### src/rtl/gpr_xfer_ctrl.sv
// Micro-sequencer for the GPR bank on the shared W bus: runs MOV/ADD/LDI/SWAP
// as a fixed sequence of registered (Moore) bus enables, at most one W-bus driver per cycle.
module gpr_xfer_ctrl #(
    parameter int unsigned DATA_WIDTH       = 16,
    parameter int unsigned SEL_WIDTH        = 3,
    parameter bit          R0_WRITE_PROTECT = 1'b0
) (
    input  logic                  clk,
    input  logic                  reset,
    input  logic                  req_valid,
    output logic                  req_ready,
    input  logic [1:0]            req_op,
    input  logic [SEL_WIDTH-1:0]  req_rd,
    input  logic [SEL_WIDTH-1:0]  req_rs,
    input  logic [DATA_WIDTH-1:0] req_imm,
    output logic                  GPR_in,
    output logic                  GPR_out,
    output logic [SEL_WIDTH-1:0]  GPR_select,
    output logic                  T1_in,
    output logic                  T2_in,
    output logic                  T1_out,
    output logic                  T2_out,
    output logic                  ALU_out,
    output logic                  imm_out,
    output logic [DATA_WIDTH-1:0] imm_bus,
    output logic                  done
);

    localparam logic [2:0] IDLE   = 3'd0;
    localparam logic [2:0] RD_RS  = 3'd1;
    localparam logic [2:0] RD_RD  = 3'd2;
    localparam logic [2:0] WR_T1  = 3'd3;
    localparam logic [2:0] WR_ALU = 3'd4;
    localparam logic [2:0] WR_IMM = 3'd5;
    localparam logic [2:0] WR_T2  = 3'd6;

    localparam logic [1:0] OP_MOV  = 2'd0;
    localparam logic [1:0] OP_ADD  = 2'd1;
    localparam logic [1:0] OP_LDI  = 2'd2;
    localparam logic [1:0] OP_SWAP = 2'd3;

    logic [2:0]            state_q, state_d;
    logic [1:0]            op_q, op_d;
    logic [SEL_WIDTH-1:0]  rd_q, rd_d, rs_q, rs_d;
    logic [DATA_WIDTH-1:0] imm_d;
    logic                  accept;
    logic                  prot_rd, prot_rs;

    logic                  gpr_in_d, gpr_out_d, t1_in_d, t2_in_d;
    logic                  t1_out_d, t2_out_d, alu_out_d, imm_out_d, done_d;
    logic [SEL_WIDTH-1:0]  sel_d;

    assign req_ready = (state_q == IDLE);
    assign accept    = req_valid && req_ready;

    always_comb begin
        op_d  = op_q;
        rd_d  = rd_q;
        rs_d  = rs_q;
        imm_d = imm_bus;
        if (accept) begin
            op_d  = req_op;
            rd_d  = req_rd;
            rs_d  = req_rs;
            imm_d = req_imm;
        end

        state_d = state_q;
        case (state_q)
            IDLE:   if (accept) state_d = (req_op == OP_LDI) ? WR_IMM : RD_RS;
            RD_RS:  state_d = (op_q == OP_MOV) ? WR_T1 : RD_RD;
            RD_RD:  state_d = (op_q == OP_ADD) ? WR_ALU : WR_T1;
            WR_T1:  state_d = (op_q == OP_SWAP) ? WR_T2 : IDLE;
            default: state_d = IDLE;
        endcase
    end

    // Outputs are decoded from the next state so they appear registered in the state's own cycle.
    assign prot_rd = R0_WRITE_PROTECT && (rd_d == '0);
    assign prot_rs = R0_WRITE_PROTECT && (rs_d == '0);

    always_comb begin
        gpr_in_d  = 1'b0;
        gpr_out_d = 1'b0;
        t1_in_d   = 1'b0;
        t2_in_d   = 1'b0;
        t1_out_d  = 1'b0;
        t2_out_d  = 1'b0;
        alu_out_d = 1'b0;
        imm_out_d = 1'b0;
        sel_d     = '0;
        case (state_d)
            RD_RS: begin
                gpr_out_d = 1'b1;
                sel_d     = rs_d;
                t1_in_d   = 1'b1;
            end
            RD_RD: begin
                gpr_out_d = 1'b1;
                sel_d     = rd_d;
                t2_in_d   = 1'b1;
            end
            WR_T1: begin
                sel_d    = rd_d;
                t1_out_d = !prot_rd;
                gpr_in_d = !prot_rd;
            end
            WR_ALU: begin
                sel_d     = rd_d;
                alu_out_d = !prot_rd;
                gpr_in_d  = !prot_rd;
            end
            WR_IMM: begin
                sel_d     = rd_d;
                imm_out_d = !prot_rd;
                gpr_in_d  = !prot_rd;
            end
            WR_T2: begin
                sel_d    = rs_d;
                t2_out_d = !prot_rs;
                gpr_in_d = !prot_rs;
            end
            default: ;
        endcase
        done_d = (state_d == IDLE) && (state_q != IDLE);
    end

    always_ff @(posedge clk) begin
        if (reset) begin
            state_q    <= IDLE;
            op_q       <= '0;
            rd_q       <= '0;
            rs_q       <= '0;
            imm_bus    <= '0;
            GPR_in     <= 1'b0;
            GPR_out    <= 1'b0;
            GPR_select <= '0;
            T1_in      <= 1'b0;
            T2_in      <= 1'b0;
            T1_out     <= 1'b0;
            T2_out     <= 1'b0;
            ALU_out    <= 1'b0;
            imm_out    <= 1'b0;
            done       <= 1'b0;
        end else begin
            state_q    <= state_d;
            op_q       <= op_d;
            rd_q       <= rd_d;
            rs_q       <= rs_d;
            imm_bus    <= imm_d;
            GPR_in     <= gpr_in_d;
            GPR_out    <= gpr_out_d;
            GPR_select <= sel_d;
            T1_in      <= t1_in_d;
            T2_in      <= t2_in_d;
            T1_out     <= t1_out_d;
            T2_out     <= t2_out_d;
            ALU_out    <= alu_out_d;
            imm_out    <= imm_out_d;
            done       <= done_d;
        end
    end

endmodule
### config.mk
export PLATFORM = sky130hd
export DESIGN_NAME = gpr_xfer_ctrl
export DESIGN_NICKNAME = d
export VERILOG_FILES = /design/src/rtl/gpr_xfer_ctrl.sv
export SDC_FILE = /design/constraint.sdc
export NUM_CORES = 1
export LEC_CHECK = 0
export CAP_MARGIN = 20
export CORE_MARGIN = 2
export CORE_UTILIZATION = 43
export DETAILED_ROUTE_END_ITERATION = 16
export PLACE_DENSITY = 0.82
export SLEW_MARGIN = 10
export SYNTH_ARGS = -nofsm -noshare
export SYNTH_HDL_FRONTEND = slang
export SYNTH_SLANG_ARGS = --single-unit
### constraint.sdc
create_clock -name clk -period 1.8 [get_ports clk]
set_input_delay 0.45 -clock clk [delete_from_list [all_inputs] [get_ports clk]]
set_output_delay 0.45 -clock clk [all_outputs]
set_load 0.01 [all_outputs]
==> summary.md, run 1 <==
| Metric | Value |
|---|---|
| Status | `finished, final reports clean` |
| CTS sink cnt | `39` |
| Register area | `783.3 µm²` |
| Layout cell share with drive strength beyond 1 | `13.68%` |
| Final worst-path setup slack | `105.1 ps` |
| Clock buffer depth | `2` |
| Final std cells w/o fill | `280` |
| Yosys top cell by area | `dfxtp_1` |
| Pin count of the biggest net entering global routing | `39` |
| Synth warnings | `0` |
| Vias per inst | `4.707` |
| Cell Count Post-Placement | `272` |
| H-tree depth | `2` |
| Netlist cell types | `34` |
| Crit path capture type | `output pin` |
| Area grow syn2layout | `49.22%` |
| Multi-input logic area | `649.4 µm²` |
| Pleak | `0.0008699 µW` |
| Overall routed net length | `3378 µm` |
| Sequential fraction of the synthesis area | `51.53%` |
| # diodes | `0` |
| Clock buffer count from CTS | `5` |
| Synth Area per Inst | `9.239 µm²` |
| Critical path peak fanout | `6` |
| GPL Wtd Cong | `0.7996` |
| Post-Syn Instances | `164` |
| I/O Buffers | `55` |
| Setup violators final | `0` |
| CTS clk-pin slew, worst paths | `110 ps` |
| Min-delay src | `imm_bus[9]` |
| Syn Nets | `192` |
| Initial core utilization | `45.05%` |
| PwrDens | `957.6 nW/µm²` |
| DIE HEIGHT | `63.36 µm` |
| Layout Nets | `261` |
| # fillers | `289` |
| Clock Latency Late Sink | `350 ps` |
| Core area | `3363 µm²` |
| Dominant cells by area after synthesis | `dfxtp_1 (52%), nand2_1 (9.4%), a21oi_1 (6.3%)` |
| Ports | `56` |
| Yosys reg bits | `39` |
| Initial DRC Count | `48` |
| CTS tree | `done` |
| Maxcap violations | `0` |
| WL/cell | `12.06 µm` |
| Pre-CTS setup slack | `-189.1 ps` |
| Final Max Slew Viols | `0` |
| Die X-Extent | `63.36 µm` |
| Total track usage | `17.84%` |
| Maximum vdd drop | `0.0005879 V` |
| Maximum clock frequency | `590.0 MHz` |
| Critical path type | `flip-flop to output pin` |
| Hold Fails Final Rpt | `0` |
| Startpoint Class | `flip-flop` |
| Unrepaired setup endpoints after global routing | `false` |
| Vias in the first global route | `1,231` |
| R2r startpoint | `op_q[0]` |
| Dpl hpwl | `2449 µm` |
| Clock Skews | `8.494 ps` |
| CP Launch Point | `state_q[0]` |
| DR pass1 iterations | `4` |
| Die Footprint | `4014 µm²` |
| Placement Rows | `21` |
| Crit path DAT | `1240 ps` |
| Fin crit share | `94.16%` |
| Global-route wire length before repair | `5595 µm` |
| # DRC | `0` |
| Total grt overflow | `0` |
| Postcts setup bufs | `0` |
| HP Class | `flip-flop to flip-flop` |
| Initial antenna violation count | `0` |
| Routed Antenna Nets | `0` |
| Clock root cell | `clkbuf_4` |
| Actual slew at the worst max-slew pin | `419.0 ps` |
| Tmin final | `1695 ps` |
| Area fraction of the dominant cell type after synthesis | `51.53%` |
| Synthesized area | `1515 µm²` |
| Slew Limit Headroom | `72.07%` |
| Via count | `1,318` |
| Worst Path Required | `1350 ps` |
## cells in the mapped netlist
cell / number
a211oi_2: 1
a21o_1: 2
a21oi_1: 19
a221oi_1: 1
a31oi_1: 1
a32oi_1: 1
and2_1: 2
and3_1: 1
and3b_1: 1
buf_4: 2
buf_6: 5
clkbuf_1: 4
dfxtp_1: 39
ha_1: 1
inv_1: 2
mux2i_1: 7
nand2_1: 38
nand2b_1: 2
nand4_1: 1
nor2_1: 15
nor2b_1: 2
nor3_4: 1
nor3b_1: 1
nor4_1: 1
nor4b_2: 2
nor4bb_1: 1
o21ai_0: 1
o21ai_2: 1
o21bai_1: 1
o22a_1: 3
or2_0: 1
or3_1: 2
or3b_1: 1
xnor2_1: 1
## through the flow
step	instance area [µm²]	util [%]	hold WS, ps	power (µW)	TNS, ps
floorplan	1515	-	456.1	1423	0
global placement	2206	65.59	441.1	1736	-657.5
detailed placement	2206	65.59	446.0	1751	-1217
CTS	2258	67.15	461.9	2181	0
global route	2261	67.22	479.7	2300	0
finish	2261	67.22	458.8	2165	0
## placed cells by master (no fill, tap or decap), types with 3 or more instances in the layout
master           count
clkdlybuf4s50_1     54
nand2_1             38
dfxtp_1             37
a21oi_1             19
buf_4               16
nor2_1              15
mux2i_1              7
clkbuf_4             5
o22a_1               3
## routing by layer
metal | up-vias | GRT usage, % | part of all wire, %
met5 | - | 0 | 0
met4 | 0 | 5.707 | 1.4
met3 | 5 | 6.429 | 6.4
met2 | 41 | 29.08 | 46
met1 | 582 | 21.89 | 46
li1 | 690 | - | -
## state kept, by name, summed over array words and instances, names as in the netlist, 2 cells and up
name / flops
GPR_select: 3
imm_bus: 16
op_q: 2
rd_q: 3
rs_q: 3
state_q: 3
## report_power, final
| group | internal (µW) | total (µW) | switching (µW) |
|---|---|---|---|
| Sequential | 961 | 1020 | 56.4 |
| Clock | 151 | 438 | 287 |
| Combinational | 400 | 709 | 309 |
| Total | 1510 | 2170 | 653 |
## worst paths after layout
kind | slack (ps) | cells past startpoint | end
worst max register to register | 120 | 6 | GPR_select[2]
worst min-delay path | 460 | 2 | imm_bus[9]
worst min register to register | 460 | 2 | imm_bus[9]
worst max-delay path | 110 | 2 | req_ready
## critical path: stages, from the launching register on
cell and delay [ps]:
dfxtp_2 380, nor3_4 230, dlygate4sd2_1 290
## area by class of cell
| class | count | share of cell area (%) |
|---|---|---|
| Clock buffer | 6 | 1.826 |
| Clock inverter | 2 | 0.5534 |
| Inverter | 2 | 0.3320 |
| Multi-Input combinational cell | 112 | 28.72 |
| Sequential cell | 39 | 34.64 |
| Tap cell | 46 | 2.546 |
| Timing Repair Buffer | 73 | 31.38 |
## cells by family (layout without fill, tap and decap cells)
family | after synthesis | count (layout) | share of synthesized area [%]
AO/OA/AOI/OAI | 31 | 31 | 12.80
buffers and inverters | 13 | 83 | 6.193
XOR/XNOR | 1 | 1 | 0.5781
adder cells (fa/ha/maj) | 1 | 1 | 0.8256
flip-flops | 39 | 39 | 51.53
multiplexers | 7 | 7 | 4.624
AND/OR/NAND/NOR | 72 | 72 | 23.45
## repair_timing
action / in CTS / in global routing
cloned: 0 / 0
resized for setup: 1 / 2
hold buffers: 0 / 0
endpoints found under the setup margin: 1 / 3
Note: power is estimated with default switching activity, not from simulation.
==> inputs of run 2 (changes only) <==
- CORE_UTILIZATION: 43 -> 47
- PLACE_DENSITY: 0.82 -> 0.88
- clock period: 1.8 -> 2.2 ns (I/O delays scaled with it)
==> run 2 against run 1 <==
Sequential share of layout area rose by 1.2 points. Flip-flop and latch count stayed put. Register-to-register slack better by 390 ps. Critical path depth shrank 1. Sequential power fell by 17%. Global-route usage rose by 0.50 points.
==> summary.md, run 2 (same netlist as run 1, synthesis figures left out) <==
| Metric | Value |
|---|---|
| # DRC | `0` |
| Final TNS setup | `0 ps` |
| Clock buffer count from CTS | `5` |
| Hold-fix buffers, CTS | `0` |
| Final worst-path setup slack | `399.5 ps` |
| Clock Latency Late Sink | `360 ps` |
| Overall routed net length | `3156 µm` |
| DR pass1 iterations | `4` |
| Critical-path cell list | `clkdlybuf4s50_1` |
| Critical path type | `flip-flop to output pin` |
| GPL Wtd Cong | `0.8551` |
| Commonest non-fill, non-tap cell in the layout | `clkdlybuf4s50_1` |
| # diodes | `0` |
| Vias in the first global route | `1,127` |
| Crit-path slowest cell | `clkdlybuf4s50_1` |
| Postcts setup bufs | `0` |
| Vias per inst | `4.940` |
| Die Footprint | `3694 µm²` |
| Layout cell share with drive strength beyond 1 | `9.050%` |
| Maximum vdd drop | `0.0006540 V` |
| Clock Skews | `7.469 ps` |
| Clock buffer depth | `2` |
| CTS tree | `done` |
| Layout Nets | `248` |
| Crit path DAT | `1250 ps` |
| Via count | `1,309` |
| Maximum clock frequency | `555.4 MHz` |
| Dpl hpwl | `2191 µm` |
| Cell family with most CP delay | `buffers and inverters` |
| Fin crit share | `81.84%` |
| Most frequent cells in the layout | `clkdlybuf4s50_1 (54), nand2_1 (38), dfxtp_1 (37), a21oi_1 (19), nor2_1 (15)` |
| Final Max Slew Viols | `0` |
| Max reg flops | `16` |
| Maxcap violations | `0` |
| Slew Limit Headroom | `74.52%` |
| Routed Antenna Nets | `0` |
| Core area | `3053 µm²` |
| Clock root cell | `clkbuf_4` |
| Worst reg2reg setup slack | `510 ps` |
| Unrepaired setup endpoints after global routing | `false` |
| # fillers | `244` |
| Total track usage | `18.34%` |
| Worst Path Required | `1650 ps` |
| Multi-input logic area | `649.4 µm²` |
| WL/cell | `11.91 µm` |
| Final std cells w/o fill | `265` |
| Startpoint Class | `flip-flop` |
| PwrDens | `813.0 nW/µm²` |
| Area grow syn2layout | `44.10%` |
| H-tree depth | `2` |
| Global-route wire length before repair | `4961 µm` |
| Die X-Extent | `60.78 µm` |
| Ports | `56` |
| Initial DRC Count | `16` |
| Worst path bufs/invs | `1` |
| Initial core utilization | `49.63%` |
| HP Class | `flip-flop to flip-flop` |
| CTS clk-pin slew, worst paths | `120 ps` |
| Initial antenna violation count | `0` |
| Post-CTS Resized | `1` |
| Actual slew at the worst max-slew pin | `381.7 ps` |
| Critical path peak fanout | `2` |
| Hold Fails Final Rpt | `0` |
| Status | `finished, final reports clean` |
| Setup violators final | `0` |
| CTS sink cnt | `39` |
| Pleak | `0.0008221 µW` |
| Placement Rows | `20` |
| Register area | `783.3 µm²` |
| CP peak stage delay | `540 ps` |
| Cell Count Post-Placement | `257` |
| Crit path capture type | `output pin` |
| Tmin final | `1801 ps` |
| Most flop-heavy register | `imm_bus` |
| Pre-CTS setup slack | `36.08 ps` |
| Total grt overflow | `0` |
| Pin count of the biggest net entering global routing | `39` |
| DIE HEIGHT | `60.78 µm` |
| I/O Buffers | `55` |
==> run 2: changes by cell type in the layout (fill, tap and decap cells not counted) <==
cell            before  now
buf_4               16    3
dlymetal6s2s_1       0    1
clkbuf_1             1    0
dlygate4sd2_1        1    0
clkbuf_8             0    2
clkinv_2             1    0
==> run 2: per-stage QoR <==
step           hold slack, ps  area [µm²]  util (%)  total power, µW
5_1_grt                 478.4        2183     71.52             1876
2_1_floorplan           456.1        1515         -             1164
3_5_place_dp            445.9        2106     68.98             1371
3_3_place_gp            441.6        2106     68.98             1361
4_1_cts                 461.5        2180     71.39             1783
6_report                457.8        2183     71.52             1775
==> run 2: path summary, 6_finish.rpt <==
check / from / cells after the start / end
max: imm_bus[12] / 1 / imm_bus[12]
max reg2reg: op_q[1] / 6 / GPR_select[2]
min: imm_bus[6] / 2 / imm_bus[6]
min reg2reg: imm_bus[6] / 2 / imm_bus[6]
==> run 2: routing by layer <==
metal	up-vias	track usage, %	wire (µm)
met3	4	6.823	266
met2	53	28.26	1485
met1	589	22.75	1370
met5	-	0	0
li1	663	-	-
met4	0	8.696	33
==> run 2: layout make-up <==
class / count / area share [%]
Clock buffer: 7 / 2.980
Inverter: 2 / 0.3438
Tap cell: 44 / 2.521
Clock inverter: 1 / 0.3438
Timing Repair Buffer: 60 / 28.19
Sequential cell: 39 / 35.87
Multi-Input combinational cell: 112 / 29.74
==> run 2: where the power goes <==
group	internal, µW	total (µW)	switching [µW]
Clock	187	424	237
Combinational	281	505	224
Sequential	787	846	59.8
